## config.mk

```make
export PLATFORM = sky130hd
export DESIGN_NAME = hazard_fwd_scoreboard_flat
export DESIGN_NICKNAME = d
export VERILOG_FILES = /design/src/rtl/hazard_fwd_scoreboard_pkg.sv /design/src/rtl/hazard_fwd_scoreboard_if.sv /design/src/rtl/hazard_fwd_scoreboard_stage_hit_cmp.sv /design/src/rtl/hazard_fwd_scoreboard.sv /design/src/flat_wrapper.sv
export SDC_FILE = /design/constraint.sdc
export NUM_CORES = 1
export LEC_CHECK = 0
export ABC_AREA = 0
export CORE_MARGIN = 2
export CORE_UTILIZATION = 39
export DETAILED_ROUTE_END_ITERATION = 6
export DONT_BUFFER_PORTS = 1
export MAX_ROUTING_LAYER = met4
export PLACE_DENSITY = 0.54
export SETUP_SLACK_MARGIN = 0.05
export SLEW_MARGIN = 20
export SYNTH_ARGS = -nofsm -noshare
export SYNTH_HDL_FRONTEND = slang
export SYNTH_SLANG_ARGS = --single-unit
```

## constraint.sdc

```tcl
create_clock -name clk -period 2.15 [get_ports clk]
set_input_delay 0.3225 -clock clk [delete_from_list [all_inputs] [get_ports clk]]
set_output_delay 0.3225 -clock clk [all_outputs]
set_load 0.01 [all_outputs]
```

## src/rtl/hazard_fwd_scoreboard_pkg.sv

```systemverilog
// Shared widths, forward-select encodings and the per-stage slot layout
// for the ID-stage hazard/forwarding scoreboard.
package hazard_fwd_scoreboard_pkg;
  localparam int REG_ADDR_WIDTH = 5;
  localparam int CNT_WIDTH      = 32;

  localparam logic [1:0] FWD_REG = 2'd0;
  localparam logic [1:0] FWD_EX  = 2'd1;
  localparam logic [1:0] FWD_MEM = 2'd2;
  localparam logic [1:0] FWD_WB  = 2'd3;

  localparam int NUM_SLOTS = 3;  // index 0 = EX, 1 = MEM, 2 = WB

  typedef struct packed {
    logic                      vld;
    logic [REG_ADDR_WIDTH-1:0] rd;
    logic                      wen;
    logic                      is_load;
  } slot_t;

  // Youngest producer wins: EX beats MEM beats WB.
  function automatic logic [1:0] fwd_pick(input logic [NUM_SLOTS-1:0] hit);
    if (hit[0])      return FWD_EX;
    else if (hit[1]) return FWD_MEM;
    else if (hit[2]) return FWD_WB;
    else             return FWD_REG;
  endfunction
endpackage

```

## src/rtl/hazard_fwd_scoreboard_if.sv

```systemverilog
// ID-stage decode inputs and forward/stall controls between ID and the scoreboard.
interface hazard_fwd_scoreboard_if
  import hazard_fwd_scoreboard_pkg::*;
#(
  parameter int RAW = REG_ADDR_WIDTH,
  parameter int CW  = CNT_WIDTH
) ();
  logic           id_valid;
  logic [RAW-1:0] id_rs1;
  logic [RAW-1:0] id_rs2;
  logic           id_rs1_used;
  logic           id_rs2_used;
  logic [RAW-1:0] id_rd;
  logic           id_rd_wen;
  logic           id_is_load;
  logic           flush;
  logic           mem_stall;
  logic [1:0]     fwd1_sel;
  logic [1:0]     fwd2_sel;
  logic           stall_id;
  logic           bubble_ex;
  logic [CW-1:0]  load_use_cnt;

  modport master (
    output id_valid, id_rs1, id_rs2, id_rs1_used, id_rs2_used,
           id_rd, id_rd_wen, id_is_load, flush, mem_stall,
    input  fwd1_sel, fwd2_sel, stall_id, bubble_ex, load_use_cnt
  );

  modport slave (
    input  id_valid, id_rs1, id_rs2, id_rs1_used, id_rs2_used,
           id_rd, id_rd_wen, id_is_load, flush, mem_stall,
    output fwd1_sel, fwd2_sel, stall_id, bubble_ex, load_use_cnt
  );
endinterface

```

## src/rtl/hazard_fwd_scoreboard_stage_hit_cmp.sv

```systemverilog
// Compares one downstream stage slot against one ID source operand.
module stage_hit_cmp
  import hazard_fwd_scoreboard_pkg::*;
(
  input  slot_t                     slot,
  input  logic [REG_ADDR_WIDTH-1:0] rs,
  input  logic                      rs_used,
  output logic                      hit
);
  // x0 is hardwired zero, so a write to it never produces a forward.
  assign hit = slot.vld & slot.wen & (slot.rd != '0) & (slot.rd == rs) & rs_used;
endmodule

```

## src/rtl/hazard_fwd_scoreboard.sv

```systemverilog
// Tracks in-flight writes in EX/MEM/WB and drives operand forward selects
// plus load-use stall/bubble control to the ID operand mux.
module hazard_fwd_scoreboard
  import hazard_fwd_scoreboard_pkg::*;
(
  input  logic                     clk,
  input  logic                     rst_n,
  hazard_fwd_scoreboard_if.slave   bus
);
  slot_t                ex_q, mem_q, wb_q;
  slot_t                slots [NUM_SLOTS];
  logic [NUM_SLOTS-1:0] hit1, hit2;
  logic                 load_use;
  logic [CNT_WIDTH-1:0] cnt_q;

  always_comb begin
    slots[0] = ex_q;
    slots[1] = mem_q;
    slots[2] = wb_q;
  end

  for (genvar s = 0; s < NUM_SLOTS; s++) begin : g_slot
    stage_hit_cmp u_rs1 (
      .slot    (slots[s]),
      .rs      (bus.id_rs1),
      .rs_used (bus.id_rs1_used),
      .hit     (hit1[s])
    );
    stage_hit_cmp u_rs2 (
      .slot    (slots[s]),
      .rs      (bus.id_rs2),
      .rs_used (bus.id_rs2_used),
      .hit     (hit2[s])
    );
  end

  assign load_use     = bus.id_valid & (hit1[0] | hit2[0]) & ex_q.is_load;
  assign bus.fwd1_sel = fwd_pick(hit1);
  assign bus.fwd2_sel = fwd_pick(hit2);
  assign bus.stall_id = load_use | bus.mem_stall;
  // A frozen pipe cannot take a bubble; flush must be held until the freeze lifts.
  assign bus.bubble_ex    = (load_use | bus.flush) & ~bus.mem_stall;
  assign bus.load_use_cnt = cnt_q;

  always_ff @(posedge clk or negedge rst_n) begin
    if (!rst_n) begin
      ex_q  <= '0;
      mem_q <= '0;
      wb_q  <= '0;
    end else if (!bus.mem_stall) begin
      wb_q  <= mem_q;
      mem_q <= ex_q;
      if (bus.bubble_ex) ex_q <= '0;
      else ex_q <= '{vld: bus.id_valid, rd: bus.id_rd, wen: bus.id_rd_wen,
                     is_load: bus.id_is_load};
    end
  end

  always_ff @(posedge clk or negedge rst_n) begin
    if (!rst_n) cnt_q <= '0;
    else if (load_use & ~bus.mem_stall & ~bus.flush & ~(&cnt_q)) cnt_q <= cnt_q + 1'b1;
  end
endmodule

```

## src/flat_wrapper.sv

```systemverilog
// flat-port wrapper written by rule: the top's interface ports become plain ports
module hazard_fwd_scoreboard_flat import hazard_fwd_scoreboard_pkg::*;
  (clk, rst_n, bus_id_valid, bus_id_rs1, bus_id_rs2, bus_id_rs1_used, bus_id_rs2_used, bus_id_rd, bus_id_rd_wen, bus_id_is_load, bus_flush, bus_mem_stall, bus_fwd1_sel, bus_fwd2_sel, bus_stall_id, bus_bubble_ex, bus_load_use_cnt);
  hazard_fwd_scoreboard_if bus_i ();
  input  logic clk;
  input  logic rst_n;
  input wire logic [$bits(bus_i.id_valid)-1:0] bus_id_valid;
  input wire logic [$bits(bus_i.id_rs1)-1:0] bus_id_rs1;
  input wire logic [$bits(bus_i.id_rs2)-1:0] bus_id_rs2;
  input wire logic [$bits(bus_i.id_rs1_used)-1:0] bus_id_rs1_used;
  input wire logic [$bits(bus_i.id_rs2_used)-1:0] bus_id_rs2_used;
  input wire logic [$bits(bus_i.id_rd)-1:0] bus_id_rd;
  input wire logic [$bits(bus_i.id_rd_wen)-1:0] bus_id_rd_wen;
  input wire logic [$bits(bus_i.id_is_load)-1:0] bus_id_is_load;
  input wire logic [$bits(bus_i.flush)-1:0] bus_flush;
  input wire logic [$bits(bus_i.mem_stall)-1:0] bus_mem_stall;
  output wire logic [$bits(bus_i.fwd1_sel)-1:0] bus_fwd1_sel;
  output wire logic [$bits(bus_i.fwd2_sel)-1:0] bus_fwd2_sel;
  output wire logic [$bits(bus_i.stall_id)-1:0] bus_stall_id;
  output wire logic [$bits(bus_i.bubble_ex)-1:0] bus_bubble_ex;
  output wire logic [$bits(bus_i.load_use_cnt)-1:0] bus_load_use_cnt;
  assign bus_i.id_valid = bus_id_valid;
  assign bus_i.id_rs1 = bus_id_rs1;
  assign bus_i.id_rs2 = bus_id_rs2;
  assign bus_i.id_rs1_used = bus_id_rs1_used;
  assign bus_i.id_rs2_used = bus_id_rs2_used;
  assign bus_i.id_rd = bus_id_rd;
  assign bus_i.id_rd_wen = bus_id_rd_wen;
  assign bus_i.id_is_load = bus_id_is_load;
  assign bus_i.flush = bus_flush;
  assign bus_i.mem_stall = bus_mem_stall;
  assign bus_fwd1_sel = bus_i.fwd1_sel;
  assign bus_fwd2_sel = bus_i.fwd2_sel;
  assign bus_stall_id = bus_i.stall_id;
  assign bus_bubble_ex = bus_i.bubble_ex;
  assign bus_load_use_cnt = bus_i.load_use_cnt;
  hazard_fwd_scoreboard u_core (.clk(clk), .rst_n(rst_n), .bus(bus_i));
endmodule
```

==> qor.csv <==
metric,value,unit
outcome,"complete, but fails checks",
failing checks,negative setup slack,
xor/xnor cell area share of the yosys netlist,0.1818,
Die Wd,90.81,um
Post-Synth Adder-Cell Area,0.004257,
Slew @ Worst Pin,0.4035,ns
Crit path top cell by count,buf_4,
Root Buffer,clkbuf_8,
maxcap violations,0,
diode count,0,
worst vdd ir,0.3789,mV
cells along the critical path,"or3_1, o311a_1, nand4_1, buf_4, o21ai_2, buf_4",
Nets,356,
ys flop type,dfrtp_1,
Comb power frac,0.132,
launch point of the worst path,u_core.ex_q[2],
WL met3,431,um
WL met2,3.530,mm
CP required,1.83,ns
"slowest stage delay, CP",0.42,ns
final wirelength,7.638,mm
Synth area leader,dfrtp_1,
GR Overflow Total,0,
die area,8246,sq um
TNS Setup,-0.3523,ns
worst hold-check path type,input port to flip-flop,
top cell type's share of synthesized area,0.4598,
CTS tree,built,
f_max,443.9,MHz
Yosys cell types,36,
"FFs w/ async S/R, synth",1.000,
fin worst setup slack,-0.1030,ns
Clock Power Share,0.295,
clk sinks,54,
worst r2r dst,u_core.bus.load_use_cnt[1],
Core Box Area,7292,sq um
"EDFF count, synth",0,
largest family of logic cells by synthesized area,simple AND/OR/NAND/NOR gates,
r2r setup slk,-0.04,ns
Sw Ratio,0.2555,
Worst Setup EP,bus_fwd2_sel[0],
drt wl/cell,17.72,um
GRT Resource Usage Total,0.1885,
Num CTS Buffers,5,
Mapped Area,2939,sq um
crit path kind,flip-flop to primary output,
Worst-Skew Late Latency,0.30,ns
synth warn,0,
Synth Area in Compound Gates,0.04896,
DP Cell Count,400,
crit path capture type,primary output,
"Avg Cell Area, Syn",11.18,sq um
pin count of the biggest net entering global routing,55,
Initial Util,0.4031,
CP Max Fanout,3,
row count,31,
Setup Skew,0.01154,ns
first-pass GRT wire length,12.13,mm
Vias/cell,5.374,
worst r2r src,u_core.ex_q[2],
relative slew slack,0.7276,
fin. max-slew vios,0,
CTS clock-pin slew for the worst setup and hold paths,0.10,ns
pre-CTS setup slack,0.04985,ns
r2r worst-path depth,8,
Placer Congestion,0.8130,
Final Non-Filler Cells,431,
sequential share of the synthesized area,0.4598,
simple-gate share of the synthesized area,0.2231,
slowest cell on the critical path,dfrtp_1,
drc violations,0,
"top cells by count, synth","54 x dfrtp_1, 42 x xor2_1, 19 x xnor2_1",
register bit count reported by yosys,54,
Post-DRT Antenna Nets,0,
Longest Clk Path Bufs,2,
fin crit period,2.253,ns
Seq pwr share,0.573,
Leak,1.792,nW
vias in the first global route,2311,
setup violators final,5,
Starting DRT DRC Count,88,
Startpoint Class,flip-flop,
initial antenna violation count,0,
"Net Count, Synth",288,
I/O Buffers,0,
largest cells by area after synthesis,"dfrtp_1 46%, xor2_1 13%, xnor2_1 5.7%",
Die Span Y,90.81,um
PwrDens,476.5,nW/um^2
DR vias,2316,
HPWL Detailed,5.305,mm
unrepaired setup endpoints after global routing,yes,
mux cell area share after synthesis,0.05747,
Tcrit/Tclk final,1.048,
Fin Hold WS,0.1359,ns
cell with the most instances after synthesis,dfrtp_1,
First-pass DRT Iterations,4,
fin util,0.5539,
critical path data arrival time,1.93,ns
depth of the worst hold-timing path,1,
highest metal used,met4,
metal1 wirelength,3.623,mm
share of layout cells above drive strength 1,0.4307,
Syn Inst Count,263,
cell internal pwr,1.433,mW
P&R area growth vs syn,37.42,%
CTS H-tree lvls,2,
Switching Power,0.4918,mW
IO Pins,62,
Final Hold Vio Count,0,
-- critical path: cells and delay by family (launching register included) --
kind	cells	cell delay, ns
compound gates	2	0.39
buf+inv	2	0.29
flops	1	0.42
simple gates	2	0.53
-- layer usage --
metal	up-vias	GRT usage
li1	1089	-
met1	1162	0.2742
met2	61	0.2724
met3	4	0.03923
met4	0	0.04167
met5	-	-
-- through the flow --
stage | area [sq um] | power (mW)
floorplan | 2975 | 1.259
global placement | 3393 | 1.304
detailed placement | 3393 | 1.307
CTS | 3642 | 1.936
global route | 4039 | 2.016
finish | 4039 | 1.925
-- power by group through the flow --
stage | clock network [mW] | logic, mW | registers [mW]
after CTS | 0.593 | 0.242 | 1.10
after global routing | 0.629 | 0.279 | 1.11
after global placement | 0 | 0.175 | 1.13
final | 0.568 | 0.254 | 1.10
after detailed placement | 0 | 0.178 | 1.13
after floorplan | 0 | 0.137 | 1.12
-- state kept, by name, summed over array words and instances, names as in the netlist --
name and cells:
u_core.bus.load_use_cnt 32, u_core.ex_q 8, u_core.mem_q 7, u_core.slots 7
-- logic make-up after synthesis --
logic type,Yosys count
xor gates and xnor gates,61
and+or+nand+nor,102
muxes,15
buffers and inverters,11
adders and majority gates,1
DFF,54
AOI/OAI and AO/OA,19
-- final cells by class --
| type | instances | area (sq um) |
|---|---|---|
| flip-flops and latches | 54 | 1355 |
| clock buffers | 6 | 72.57 |
| well taps | 99 | 123.9 |
| clock inverters | 2 | 13.76 |
| fillers | 662 | 3253 |
| repair buffers | 70 | 621.8 |
| multi-input cells | 198 | 1844 |
| inverters | 2 | 7.507 |
-- what timing repair did --
action / 4_1_cts / 5_1_grt
setup endpoints to repair: 14 / 43
gates cloned: 0 / 3
setup buffers: 11 / 7
hold buffers: 2 / 0
hold endpoints to repair: 54 / 0
gates resized for setup: 14 / 48
pin swaps: 8 / 33
-- placed cells by master, fill, tap and decap left out, types with 3 or more instances in the layout --
cell type / synthesis / layout
buf_4: 0 / 59
dfrtp_1: 54 / 51
xor2_1: 42 / 41
xnor2_1: 19 / 19
nand3_1: 18 / 15
mux2_2: 14 / 14
nand2_1: 14 / 13
nand4_1: 12 / 12
nor4_4: 0 / 12
a22o_1: 8 / 8
nor2_1: 10 / 6
clkbuf_8: 0 / 5
buf_6: 4 / 5
and3_1: 5 / 4
nor4b_4: 0 / 4
or3_1: 4 / 3
nor4_1: 7 / 3
nor2_2: 1 / 3
nand3_2: 0 / 3
and2_4: 0 / 3
nor3_2: 1 / 3
dfrtp_2: 0 / 3
-- how the worst min path moves through the flow --
| stage | from | to | slack [ns] |
|---|---|---|---|
| after floorplan | rst_n | u_core.bus.load_use_cnt[0] | 0.03 |
| after global placement | rst_n | u_core.ex_q[4] | 0.03 |
| final | bus_id_rd_wen | u_core.ex_q[1] | 0.14 |
| after global routing | bus_id_rd[3] | u_core.ex_q[5] | 0.12 |
| after detailed placement | rst_n | u_core.mem_q[2] | 0.03 |
| after CTS | bus_id_rd_wen | u_core.ex_q[1] | 0.13 |
Note: power is estimated with default switching activity, not from simulation.
